`config.mk`:
```
export PLATFORM = sky130hd
export DESIGN_NAME = alsu_arbiter_flat
export DESIGN_NICKNAME = d
export VERILOG_FILES = /design/src/rtl/alsu_arbiter_if.sv /design/src/rtl/alsu_arbiter.sv /design/src/flat_wrapper.sv
export SDC_FILE = /design/constraint.sdc
export NUM_CORES = 1
export LEC_CHECK = 0
export BUFFER_PORTS_ARGS = -buffer_cell sky130_fd_sc_hd__buf_2
export CAP_MARGIN = 10
export CELL_PAD_IN_SITES_DETAIL_PLACEMENT = 0
export CELL_PAD_IN_SITES_GLOBAL_PLACEMENT = 1
export CORE_UTILIZATION = 40
export CTS_BUF_LIST = sky130_fd_sc_hd__clkbuf_16
export CTS_CLUSTER_DIAMETER = 100
export DETAILED_ROUTE_END_ITERATION = 7
export GPL_TIMING_DRIVEN = 0
export PLACE_DENSITY = 0.82
export SYNTH_ARGS = -nofsm -noshare
export SYNTH_HDL_FRONTEND = slang
export SYNTH_SLANG_ARGS = --single-unit
```
`constraint.sdc`:
```
create_clock -name clk -period 4.8 [get_ports clk]
set_clock_uncertainty 0.2 [all_clocks]
set_input_delay 0.24 -clock clk [delete_from_list [all_inputs] [get_ports clk]]
set_output_delay 0.24 -clock clk [all_outputs]
set_load 0.005 [all_outputs]
```
`src/rtl/alsu_arbiter_if.sv`:
```
// Requester, arbiter and ALSU handshake bundle for alsu_arbiter.
// The master side is the requesters plus the ALSU; the slave side is the arbiter.
interface alsu_arbiter_if;
  logic        req0;
  logic        req1;
  logic [15:0] cmd0;
  logic [15:0] cmd1;
  logic        gnt0;
  logic        gnt1;
  logic [15:0] alsu_cmd;
  logic [5:0]  alsu_out;
  logic [5:0]  result;
  logic        done;
  logic        err;
  logic        done_id;
  logic        busy;

  modport master (
    output req0, req1, cmd0, cmd1, alsu_out,
    input  gnt0, gnt1, alsu_cmd, result, done, err, done_id, busy
  );

  modport slave (
    input  req0, req1, cmd0, cmd1, alsu_out,
    output gnt0, gnt1, alsu_cmd, result, done, err, done_id, busy
  );
endinterface

```
`src/rtl/alsu_arbiter.sv`:
```
// Two-requester round-robin front end for an ALSU: validates and launches one
// command at a time, waits LATENCY cycles, then captures and reports the result.
module alsu_arbiter #(
  parameter int LATENCY = 2,
  parameter int STARTUP = 16
) (
  input logic           clk,
  input logic           rst,
  alsu_arbiter_if.slave bus
);

  typedef enum logic {IDLE, WAIT} state_t;

  state_t      state, state_nxt;
  logic [7:0]  su_cnt;
  logic [3:0]  lat_cnt;
  logic        ptr;
  logic        gid;
  logic        startup_done;
  logic        gnt_any;
  logic        gnt_id;
  logic [15:0] gnt_cmd;
  logic        launch;
  logic        reject;
  logic        capture;

  logic [15:0] cmd_p1;
  logic [5:0]  res_p1;
  logic        vld_p1;
  logic        err_p1;
  logic        id_p1;

  // Reserved opcodes 110/111, and reduction flags on anything but AND/OR, are rejected.
  function automatic logic cmd_valid(input logic [15:0] c);
    logic [2:0] op;
    logic       red;
    op  = c[15:13];
    red = c[3] | c[2];
    return !(op[2] & op[1]) && !(red && (op[2:1] != 2'b00));
  endfunction

  assign startup_done = (su_cnt == 8'd0);

  always_ff @(posedge clk) begin
    if (rst) state <= IDLE;
    else     state <= state_nxt;
  end

  always_comb begin
    state_nxt = state;
    gnt_any   = 1'b0;
    gnt_id    = 1'b0;
    gnt_cmd   = bus.cmd0;
    launch    = 1'b0;
    reject    = 1'b0;
    capture   = 1'b0;
    bus.busy  = 1'b1;
    case (state)
      IDLE: begin
        if (!rst && startup_done) begin
          bus.busy = 1'b0;
          if (bus.req0 || bus.req1) begin
            gnt_any = 1'b1;
            // Contested: the side that did not win last time goes first.
            gnt_id  = (bus.req0 && bus.req1) ? ~ptr : bus.req1;
            gnt_cmd = gnt_id ? bus.cmd1 : bus.cmd0;
            if (cmd_valid(gnt_cmd)) begin
              launch    = 1'b1;
              state_nxt = WAIT;
            end else begin
              reject = 1'b1;
            end
          end
        end
      end
      WAIT: begin
        if (lat_cnt == 4'd1) begin
          capture   = 1'b1;
          state_nxt = IDLE;
        end
      end
      default: state_nxt = IDLE;
    endcase
    bus.gnt0 = gnt_any & ~gnt_id;
    bus.gnt1 = gnt_any & gnt_id;
  end

  // Stage p1: launch / capture registers, one cycle behind the grant or final WAIT cycle
  always_ff @(posedge clk) begin
    if (rst) begin
      su_cnt  <= 8'(STARTUP);
      ptr     <= 1'b1;
      lat_cnt <= 4'd0;
      gid     <= 1'b0;
      cmd_p1  <= '0;
      res_p1  <= '0;
      vld_p1  <= 1'b0;
      err_p1  <= 1'b0;
      id_p1   <= 1'b0;
    end else begin
      vld_p1 <= 1'b0;
      err_p1 <= 1'b0;
      id_p1  <= 1'b0;
      if (!startup_done) su_cnt <= su_cnt - 8'd1;
      if (gnt_any) ptr <= gnt_id;
      if (launch) begin
        cmd_p1  <= gnt_cmd;
        gid     <= gnt_id;
        lat_cnt <= 4'(LATENCY);
      end else if (state == WAIT) begin
        lat_cnt <= lat_cnt - 4'd1;
      end
      if (reject) begin
        vld_p1 <= 1'b1;
        err_p1 <= 1'b1;
        id_p1  <= gnt_id;
      end
      if (capture) begin
        res_p1 <= bus.alsu_out;
        vld_p1 <= 1'b1;
        id_p1  <= gid;
      end
    end
  end

  assign bus.alsu_cmd = cmd_p1;
  assign bus.result   = res_p1;
  assign bus.done     = vld_p1;
  assign bus.err      = err_p1;
  assign bus.done_id  = id_p1;

endmodule

```
`src/flat_wrapper.sv`:
```
// flat-port wrapper written by rule: the top's interface ports become plain ports
module alsu_arbiter_flat 
#(
  parameter int LATENCY = 2,
  parameter int STARTUP = 16
)
  (clk, rst, bus_req0, bus_req1, bus_cmd0, bus_cmd1, bus_alsu_out, bus_gnt0, bus_gnt1, bus_alsu_cmd, bus_result, bus_done, bus_err, bus_done_id, bus_busy);
  alsu_arbiter_if bus_i ();
  input logic clk;
  input logic rst;
  input wire logic [$bits(bus_i.req0)-1:0] bus_req0;
  input wire logic [$bits(bus_i.req1)-1:0] bus_req1;
  input wire logic [$bits(bus_i.cmd0)-1:0] bus_cmd0;
  input wire logic [$bits(bus_i.cmd1)-1:0] bus_cmd1;
  input wire logic [$bits(bus_i.alsu_out)-1:0] bus_alsu_out;
  output wire logic [$bits(bus_i.gnt0)-1:0] bus_gnt0;
  output wire logic [$bits(bus_i.gnt1)-1:0] bus_gnt1;
  output wire logic [$bits(bus_i.alsu_cmd)-1:0] bus_alsu_cmd;
  output wire logic [$bits(bus_i.result)-1:0] bus_result;
  output wire logic [$bits(bus_i.done)-1:0] bus_done;
  output wire logic [$bits(bus_i.err)-1:0] bus_err;
  output wire logic [$bits(bus_i.done_id)-1:0] bus_done_id;
  output wire logic [$bits(bus_i.busy)-1:0] bus_busy;
  assign bus_i.req0 = bus_req0;
  assign bus_i.req1 = bus_req1;
  assign bus_i.cmd0 = bus_cmd0;
  assign bus_i.cmd1 = bus_cmd1;
  assign bus_i.alsu_out = bus_alsu_out;
  assign bus_gnt0 = bus_i.gnt0;
  assign bus_gnt1 = bus_i.gnt1;
  assign bus_alsu_cmd = bus_i.alsu_cmd;
  assign bus_result = bus_i.result;
  assign bus_done = bus_i.done;
  assign bus_err = bus_i.err;
  assign bus_done_id = bus_i.done_id;
  assign bus_busy = bus_i.busy;
  alsu_arbiter #(.LATENCY(LATENCY), .STARTUP(STARTUP)) u_core (.clk(clk), .rst(rst), .bus(bus_i));
endmodule
```
==> results of run 1 <==
## kinds of logic (layout without fill, tap and decap cells)
group                      Yosys count  in the layout  synth area share (%)
muxes                               27             27                  13.9
and+or+nand+nor                     89             89                  23.4
buffers and inverters               20            100                  4.84
AOI/OAI and AO/OA                   26             26                  12.5
DFF                                 40             40                  38.7
adders and majority gates            4              4                  2.42
xor gates and xnor gates            10             10                  4.24
## sequential cells by signal, indices dropped and copies added (netlist names)
register / count
u_core.ptr: 1
u_core.lat_cnt: 4
u_core.state: 1
u_core.bus.done: 1
u_core.su_cnt: 8
u_core.gid: 1
u_core.bus.alsu_cmd: 16
u_core.bus.done_id: 1
u_core.bus.err: 1
u_core.bus.result: 6
## per-layer routing
layer / routed length (um) / vias to the layer above
li1: - / 914
met1: 2240 / 843
met2: 2140 / 49
met3: 254 / 5
met4: 54 / 0
met5: 0 / -
## worst max-delay path by stage
stage	endpoint	slack (ns)	cells after the start
final	bus_gnt0	2.30	7
after global routing	bus_gnt0	2.16	7
after CTS	bus_gnt0	2.29	7
after floorplan	u_core.bus.alsu_cmd[14]$_SDFFE_PP0P_	2.84	6
after detailed placement	u_core.bus.alsu_cmd[14]$_SDFFE_PP0P_	2.55	6
after global placement	u_core.bus.alsu_cmd[14]$_SDFFE_PP0P_	2.55	6
## layout by cell type (no fill, tap or decap), types with 7 or more instances in the layout
master / Yosys / final
buf_2: 2 / 70
dfxtp_1: 40 / 40
o211ai_2: 10 / 10
nor2b_1: 16 / 16
mux2i_1: 23 / 23
nor2_1: 20 / 20
nand2_1: 20 / 20
inv_1: 7 / 9
clkbuf_1: 7 / 7
nand3_1: 13 / 13
nor3_1: 9 / 9
## final cells by class
class                   instances  area, um^2
plain buffers                  13        73.8
clock inverters                 3        16.3
flip-flops and latches         40         801
multi-input cells             156        1170
inverters                       7        26.3
clock buffers                   5         125
repair buffers                 72         380
well taps                      67        83.8
fillers                       470        2180
## worst reg2reg max path, cell delays in order, from the launching register on
cell and delay (ns):
dfxtp_1 0.31, inv_1 0.11, ha_1 0.16, nor3b_2 0.33
nand4b_4 0.24, a21oi_1 0.40, mux2_2 0.38
## where the power goes
part | internal [mW] | total (mW) | leakage, nW | switching (mW)
clock network | 0.190 | 0.321 | 0.0764 | 0.132
logic | 0.114 | 0.239 | 0.891 | 0.125
registers | 0.372 | 0.408 | 0.324 | 0.0360
## timing repair
action | CTS | global route
hold buffers | 4 | 0
setup endpoints to repair | 0 | 0
endpoints found under the hold margin | 4 | 0
==> results.yml, run 1 <==
status:
  status: "finished, final reports clean"
timing:
  max_freq_mhz: 401
  final_hold_viol_count: 0
  worst_slack_ns: 2.30
  tightest_slew_ns: 0.510
  period_share_pct: 52.0
  slew_headroom_pct: 66.0
  final_max_slew_viol_count: 0
  fin_crit_ns: 2.50
  setup_viol: 0
  finalSetupTns_ns: 0
  holdWs_ns: 0.00348
  rsz0062_at_grt: "no"
critical_path:
  crit_required_ns: 4.36
  r2r_end: "u_core.bus.alsu_cmd[14]$_SDFFE_PP0P_"
  worst-path-buf-inv: 3
  critPathLaunchType: "register"
  worst_ep_arrival_time_ns: 2.06
  startpoint: "u_core.su_cnt[0]$_SDFFE_PP0P_"
  crit_slowest_cell: "nor3b_2"
  r2r_cells: 6
  crit_family: "simple AND/OR/NAND/NOR gates"
  max_stage_delay_ns: 0.33
  crit_type: "reg -> out"
  r2r-start: "u_core.su_cnt[0]$_SDFFE_PP0P_"
  worstPathMaxFanout: 10
  rrSetupSlack_ns: 2.56
  worstSetupEndpointType: "output pin"
  cp_cell_sequence: "inv_1 -> ha_1 -> nor3b_2 -> nand4b_4 -> clkbuf_1 -> nor2_1 -> buf_2"
synth:
  ys_async_sr_fraction_pct: 0
  syn_inst: 216
  synthDominantCellAreaShare_pct: 38.7
  ys_seq_elements: 40
  synthesis.area_mm2: 0.00207
  syn_area_per_cell_um2: 9.57
  synth_area_leader_cell: "dfxtp_1"
  synth_nets: 262
  yosysSeqAreaShare_pct: 38.7
  ys_types: 40
  yosys_warnings: 0
  synth_area_leaders: "dfxtp_1, mux2i_1, o211ai_2, nor2b_1, nand2_1"
  synth_common_cells: "dfxtp_1, mux2i_1, nand2_1, nor2_1, nor2b_1"
  yosysMostFrequentCell: "dfxtp_1"
  synth_top_flop_cell: "dfxtp_1"
  synth-edff-count: 0
drt:
  dr.first_iter.drc_count: 59
  wire_per_inst_um: 12.9
  viasPerCell: 4.99
  routed_wl_mm: 4.69
  antenna_left: 0
  firstDrtPassIters: 5
  route.detailed.drc: 0
  vias: 1811
hold_path:
  min_to: "u_core.bus.result[0]$_SDFFE_PP0P_"
  hold_depth: 3
  hold_path.class: "in -> reg"
  worstHoldStart: "bus_alsu_out[0]"
global_routing:
  grt_max_degree: 13
  grt_util_met3_pct: 5.90
  met2_usage_pct: 28.5
  grt_pass1_vias: 1556
  grtUsageTotal_pct: 18.3
  grt_pass1_wl_mm: 7.41
  overflow: 0
  grt-busiest-layer: "met2"
  grt_util_met1_pct: 23.7
  antenna_found_initial: 0
cells_and_area:
  nets: 341
  fin_util_pct: 55.1
  diodes: 0
  syn2layout_area_growth_pct: 29.3
  final_cells: 363
  postLayoutCellArea_mm2: 0.00267
  drive_gt1_share_pct: 34.1
power_and_ir_drop:
  p_per_area_mw_per_mm2: 362
  power.total_uw: 968
  peakVddDrop_mv: 0.150
  leakage_nw: 1.29
clock_tree:
  numCtsBuffers: 5
  clock_latency_ns: 0.28
  cts_tree: "built"
  cts_resized: 0
  clkTransAtPathRegs_ns: 0.06
  cts_max_level: 2
  postCtsSetupRepairBufs: 0
  cts-root-buf: "clkbuf_16"
  clock_path_buffers: 2
  cts_sinks: 40
floorplan:
  core_mm2: 0.00485
  die_h_um: 73.9
  ios: 70
  initial_core_util_pct: 42.6
  dieArea_mm2: 0.00546
  die_x_um: 73.9
  core.rowCount: 25
place:
  placed_cells: 351
  pre_cts_slack_ns: 2.55
  numPortBuffers: 68
  place_area_mm2: 0.00249
  dp_hpwl_mm: 3.35
  gp_congestion: 0.763
flow_run:
  max-cap-violations: 0
(Power assumes the default switching activity.)
==> inputs of run 2 (changes only) <==
CORE_UTILIZATION = 33   (was 40)
PLACE_DENSITY = 0.72   (was 0.82)
clock period = 2.1 ns   (was 4.8 ns; I/O delays follow)
==> run 2 against run 1 <==
Flip-flop and latch count unchanged. Critical path depth unchanged. Combinational power rose to 3.2 times the previous value. Utilization fell by 2.6 points. Sequential share of layout area fell by 4.4 points. Worst setup slack worse by 2.3 ns. Register-to-register slack worse by 2.5 ns. Worst hold slack better by 0.018 ns. Critical endpoint is now u_core.bus.alsu_cmd[3]$_SDFFE_PP0P_.
==> results.yml, run 2 (synthesized netlist as in run 1, its figures left out) <==
status:
  status: "finished, final reports clean"
drt:
  firstDrtPassIters: 4
  wl_met2_mm: 2.55
  met1Wirelength_mm: 2.45
  route.detailed.drc: 0
  wire_per_inst_um: 13.1
  routed_wl_mm: 5.37
  vias: 1949
  antenna_left: 0
  viasPerCell: 4.74
  highest_layer: "met4"
  dr.first_iter.drc_count: 61
  wl_met3_um: 318
timing:
  period_share_pct: 98.0
  tightest_slew_ns: 0.521
  max_freq_mhz: 486
  slew_headroom_pct: 65.3
  holdWs_ns: 0.0212
  fin_crit_ns: 2.06
  worst_slack_ns: 0.0429
  final_hold_viol_count: 0
  setup_viol: 0
  rsz0062_at_grt: "yes"
  final_max_slew_viol_count: 0
clock_tree:
  clock_path_buffers: 2
  numCtsBuffers: 5
  cts_tree: "built"
  cts-root-buf: "clkbuf_16"
  cts_sinks: 40
  clkTransAtPathRegs_ns: 0.06
  cts_max_level: 2
  clock_latency_ns: 0.28
cells_and_area:
  syn2layout_area_growth_pct: 52.2
  fillers: 556
  drive_gt1_share_pct: 37.2
  largest_reg_flops: 16
  final_common_cell: "buf_2"
  final_cell_mix: "buf_2, dfxtp_1, dlygate4sd3_1"
  diodes: 0
  nets: 381
critical_path:
  worst-path-buf-inv: 3
  r2r-start: "u_core.su_cnt[4]$_SDFFE_PP1P_"
  crit_slowest_cell: "dfxtp_1"
  crit_required_ns: 2.07
  crit_type: "reg -> reg"
  rrSetupSlack_ns: 0.04
  worstSetupEndpointType: "register"
  r2r_end: "u_core.bus.alsu_cmd[3]$_SDFFE_PP0P_"
  crit_family: "buffers and inverters"
  cp_common_cell: "buf_4"
  cp_cell_sequence: "nor4_4 -> buf_4 -> nand4b_4 -> buf_4 -> a21o_1 -> buf_6 -> mux2_4"
  cp-endpoint: "u_core.bus.alsu_cmd[3]$_SDFFE_PP0P_"
  worstPathMaxFanout: 7
  startpoint: "u_core.su_cnt[4]$_SDFFE_PP1P_"
  max_stage_delay_ns: 0.36
  worstSetupPathDepth: 7
  worst_ep_arrival_time_ns: 2.03
  critPathLaunchType: "register"
  r2r_cells: 7
floorplan:
  dieArea_mm2: 0.00658
  die_h_um: 81.1
  core_mm2: 0.00599
  die_x_um: 81.1
  core.rowCount: 28
  ios: 70
  initial_core_util_pct: 34.5
global_routing:
  grt_pass1_vias: 1845
  grt_max_degree: 14
  grtUsageTotal_pct: 17.2
  grt_pass1_wl_mm: 8.56
  antenna_found_initial: 0
  overflow: 0
place:
  numPortBuffers: 68
  dp_hpwl_mm: 3.46
  pre_cts_slack_ns: -0.182
  gp_congestion: 0.736
power_and_ir_drop:
  power.total_mw: 2.57
  p_per_area_mw_per_mm2: 818
  peakVddDrop_mv: 0.375
  leakage_nw: 1.48
hold_path:
  hold_path.class: "in -> reg"
  worstHoldStart: "bus_cmd1[14]"
flow_run:
  max-cap-violations: 0
[run 2: repair_timing]
| item | 4_1_cts | 5_1_grt |
|---|---|---|
| resized for setup | 8 | 11 |
| setup endpoints to repair | 20 | 13 |
| hold endpoints to repair | 18 | 0 |
| setup buffers | 9 | 5 |
| pin swaps | 2 | 2 |
| hold buffers | 30 | 0 |
[run 2: worst min-delay path by stage]
stage	cells after the start	end
2_1_floorplan	2	u_core.bus.result[0]$_SDFFE_PP0P_
3_3_place_gp	3	u_core.bus.result[5]$_SDFFE_PP0P_
3_5_place_dp	3	u_core.bus.result[4]$_SDFFE_PP0P_
4_1_cts	4	u_core.bus.alsu_cmd[14]$_SDFFE_PP0P_
5_1_grt	4	u_core.bus.alsu_cmd[14]$_SDFFE_PP0P_
6_report	4	u_core.bus.alsu_cmd[14]$_SDFFE_PP0P_
[run 2: final cells by class]
| type | count | area (um^2) | share of cell area [%] |
|---|---|---|---|
| Sequential cell | 40 | 803 | 25.5 |
| Tap cell | 75 | 93.8 | 2.98 |
| Clock buffer | 5 | 125 | 3.98 |
| Inverter | 7 | 28.8 | 0.915 |
| Clock inverter | 3 | 42.5 | 1.35 |
| Buffer | 13 | 91.3 | 2.90 |
| Timing Repair Buffer | 112 | 758 | 24.1 |
| Multi-Input combinational cell | 156 | 1200 | 38.3 |
[run 2: worst min-delay path, delay by kind of cell]
family | cells | cell delay (ns)
muxes | 2 | 0.20
buffers and inverters | 1 | 0.09
and+or+nand+nor | 1 | 0.08
[run 2: power breakdown]
| group | switching (mW) | internal (mW) |
|---|---|---|
| combinational | 0.346 | 0.408 |
| sequential | 0.0917 | 0.854 |
| clock | 0.316 | 0.558 |
| total | 0.754 | 1.82 |
[run 2: metal layers]
metal,GRT usage [%],vias to the layer above
met2,28.8,57
met1,22.1,896
met4,4.82,0
met5,0,-
li1,-,992
met3,3.93,4
[run 2: per-stage QoR]
| stage | setup TNS [ns] | area [um^2] | util (%) | std cells |
|---|---|---|---|---|
| global placement | -1.63 | 2500 | 41.8 | 359 |
| floorplan | 0 | 2070 | - | 216 |
| CTS | 0 | 3080 | 51.4 | 406 |
| detailed placement | -1.55 | 2500 | 41.8 | 359 |
| global route | -0.543 | 3150 | 52.5 | 411 |
| finish | 0 | 3150 | 52.5 | 411 |
==> inputs of run 3 (changes only) <==
ABC_AREA = 1   (was default)
CORE_UTILIZATION = 30   (was 33)
==> run 3 against run 2 <==
First-iteration DRC count decreased by 31%. Synthesized cell count is 41% higher. Synthesized area fell by 3.6%. Via count is 5.0% higher. Flip-flop and latch count unchanged. Sequential power down 5.8%. Worst setup slack better by 0.084 ns. Highest routed layer unchanged. Sequential share of layout area is 2.1 points higher. Non-clock buffer count is 16 lower. Maximum frequency is 4.2% higher. Register-to-register slack better by 0.16 ns.
==> results.yml, run 3 <==
cells_and_area:
  final_common_cell: "nand2_1"
  diodes: 0
  final_cell_mix: "nand2_1, buf_2, nor2_1"
  postLayoutCellArea_mm2: 0.00290
  nets: 459
  drive_gt1_share_pct: 22.9
  largest_reg_flops: 16
  syn2layout_area_growth_pct: 45.6
timing:
  finalSetupTns_ns: 0
  rsz0062_at_grt: "yes"
  fin_crit_ns: 1.97
  slew_headroom_pct: 66.2
  max_freq_mhz: 507
  setup_viol: 0
  tightest_slew_ns: 0.504
  final_max_slew_viol_count: 0
  period_share_pct: 94.0
  final_hold_viol_count: 0
clock_tree:
  cts_tree: "built"
  cts-root-buf: "clkbuf_16"
  numCtsBuffers: 5
  clkTransAtPathRegs_ns: 0.06
  cts_max_level: 2
  clock_latency_ns: 0.27
  cts_sinks: 40
  clock_path_buffers: 2
drt:
  antenna_left: 0
  viasPerCell: 4.17
  dr.first_iter.drc_count: 42
  routed_wl_mm: 4.98
  route.detailed.drc: 0
  wire_per_inst_um: 10.1
  firstDrtPassIters: 4
  vias: 2046
global_routing:
  grtUsageTotal_pct: 14.8
  grt_pass1_vias: 1967
  grt_pass1_wl_mm: 8.47
  grt_max_degree: 12
  met2_usage_pct: 26.5
  grt-busiest-layer: "met2"
  grt_util_met3_pct: 3.36
  overflow: 0
  grt_util_met1_pct: 18.0
  antenna_found_initial: 0
synth:
  ys_seq_elements: 40
  ys_types: 24
  synth_area_leaders: "dfxtp_1, nand2_1, nor2_1, inv_1, nand3_1"
  synth_area_leader_cell: "dfxtp_1"
  synth-edff-count: 0
  syn_area_per_cell_um2: 6.53
  synthDominantCellAreaShare_pct: 40.2
  yosys_warnings: 0
  synth_common_cells: "nand2_1, nor2_1, inv_1, dfxtp_1, nand3_1"
  ys_async_sr_fraction_pct: 0
  syn_inst: 305
  synth_nets: 351
  yosysSeqAreaShare_pct: 40.2
  yosysMostFrequentCell: "nand2_1"
  synthesis.area_mm2: 0.00199
  synth_top_flop_cell: "dfxtp_1"
floorplan:
  dieArea_mm2: 0.00697
  ios: 70
  die_h_um: 83.5
  die_x_um: 83.5
  core_mm2: 0.00639
  core.rowCount: 29
  initial_core_util_pct: 31.2
critical_path:
  cp_cell_sequence: "inv_2 -> ha_1 -> nand2_1 -> nor2_4 -> nand3_2 -> inv_1 -> buf_4 -> buf_2"
  worstPathMaxFanout: 10
  worstSetupEndpointType: "output pin"
  r2r_cells: 10
  crit_slowest_cell: "dfxtp_1"
  worst_ep_arrival_time_ns: 1.67
  crit_required_ns: 1.79
  max_stage_delay_ns: 0.30
  crit_type: "reg -> out"
  critPathLaunchType: "register"
power_and_ir_drop:
  p_per_area_mw_per_mm2: 734
  combPwrFrac_pct: 25.3
  p_clk_share_pct: 32.8
  p_int_mw: 1.51
  power_switching_share_pct: 29.1
  power.switching_uw: 620
  pwr-share-seq_pct: 41.9
  peakVddDrop_mv: 0.409
  leakage_nw: 1.59
hold_path:
  hold_path.class: "in -> reg"
  hold_depth: 7
place:
  gp_congestion: 0.729
  dp_hpwl_mm: 3.47
  place_area_mm2: 0.00243
  numPortBuffers: 68
status:
  status: "finished, final reports clean"
flow_run:
  max-cap-violations: 0
==> run 3: worst max-delay path, delay by kind of cell (launching register included) <==
family        cells  cell delay, ns
fa+ha+maj         1            0.15
flops             1            0.30
buf+inv           4            0.55
simple gates      3            0.38
==> run 3: logic make-up after synthesis <==
| kind of cell | count (synthesis) | synth area share, % |
|---|---|---|
| AO/OA/AOI/OAI | 15 | 4.27 |
| XOR/XNOR | 6 | 2.64 |
| adder cells (fa/ha/maj) | 4 | 2.51 |
| buffers and inverters | 56 | 11.4 |
| flip-flops | 40 | 40.2 |
| AND/OR/NAND/NOR | 184 | 39.0 |
==> run 3: cell type report <==
class                   count  area, um^2
repair buffers            101         666
multi-input cells         209         973
fillers                   673        3490
plain buffers               8        47.5
inverters                  48         180
flip-flops and latches     40         801
clock inverters             3        11.3
clock buffers               5         125
well taps                  77        96.3
==> run 3: path summary, 6_finish.rpt <==
| kind | from | endpoint | slack, ns |
|---|---|---|---|
| max | u_core.su_cnt[0]$_SDFFE_PP0P_ | bus_gnt1 | 0.13 |
| min | bus_cmd0[3] | u_core.bus.alsu_cmd[3]$_SDFFE_PP0P_ | 0.09 |
| max reg2reg | u_core.su_cnt[0]$_SDFFE_PP0P_ | u_core.bus.alsu_cmd[13]$_SDFFE_PP0P_ | 0.20 |
| min reg2reg | u_core.bus.result[4]$_SDFFE_PP0P_ | u_core.bus.result[4]$_SDFFE_PP0P_ | 0.26 |
==> run 3: power by group through the flow <==
stage	Combinational [mW]	Clock, mW	Sequential [mW]
5_1_grt	0.619	0.755	0.900
4_1_cts	0.539	0.730	0.891
2_1_floorplan	0.357	0	0.899
6_report	0.538	0.699	0.891
3_5_place_dp	0.485	0	0.906
3_3_place_gp	0.483	0	0.904
==> run 3: what timing repair did <==
item,in CTS,in global routing
setup endpoints to repair,1,13
hold endpoints to repair,22,0
pin swaps,1,2
buffers inserted,2,0
hold buffers,31,0
gates resized for setup,1,5
==> run 3: routing by layer <==
layer / vias up / wire [um]
li1: 1128 / -
met4: 0 / 49
met1: 866 / 2350
met5: - / 0
met3: 6 / 202
met2: 46 / 2380
==> run 3: stage by stage <==
| stage | power, mW | setup slack, ns | util (%) | hold slack, ns | cells |
|---|---|---|---|---|---|
| floorplan | 1.26 | 0.323 | - | 0.0500 | 305 |
| global placement | 1.39 | 0.0741 | 38.0 | 0.170 | 450 |
| detailed placement | 1.39 | 0.0485 | 38.0 | 0.174 | 450 |
| CTS | 2.16 | 0.0409 | 45.3 | 0.0889 | 491 |
| global route | 2.27 | -0.00253 | 45.4 | 0.153 | 491 |
| finish | 2.13 | 0.126 | 45.4 | 0.0891 | 491 |
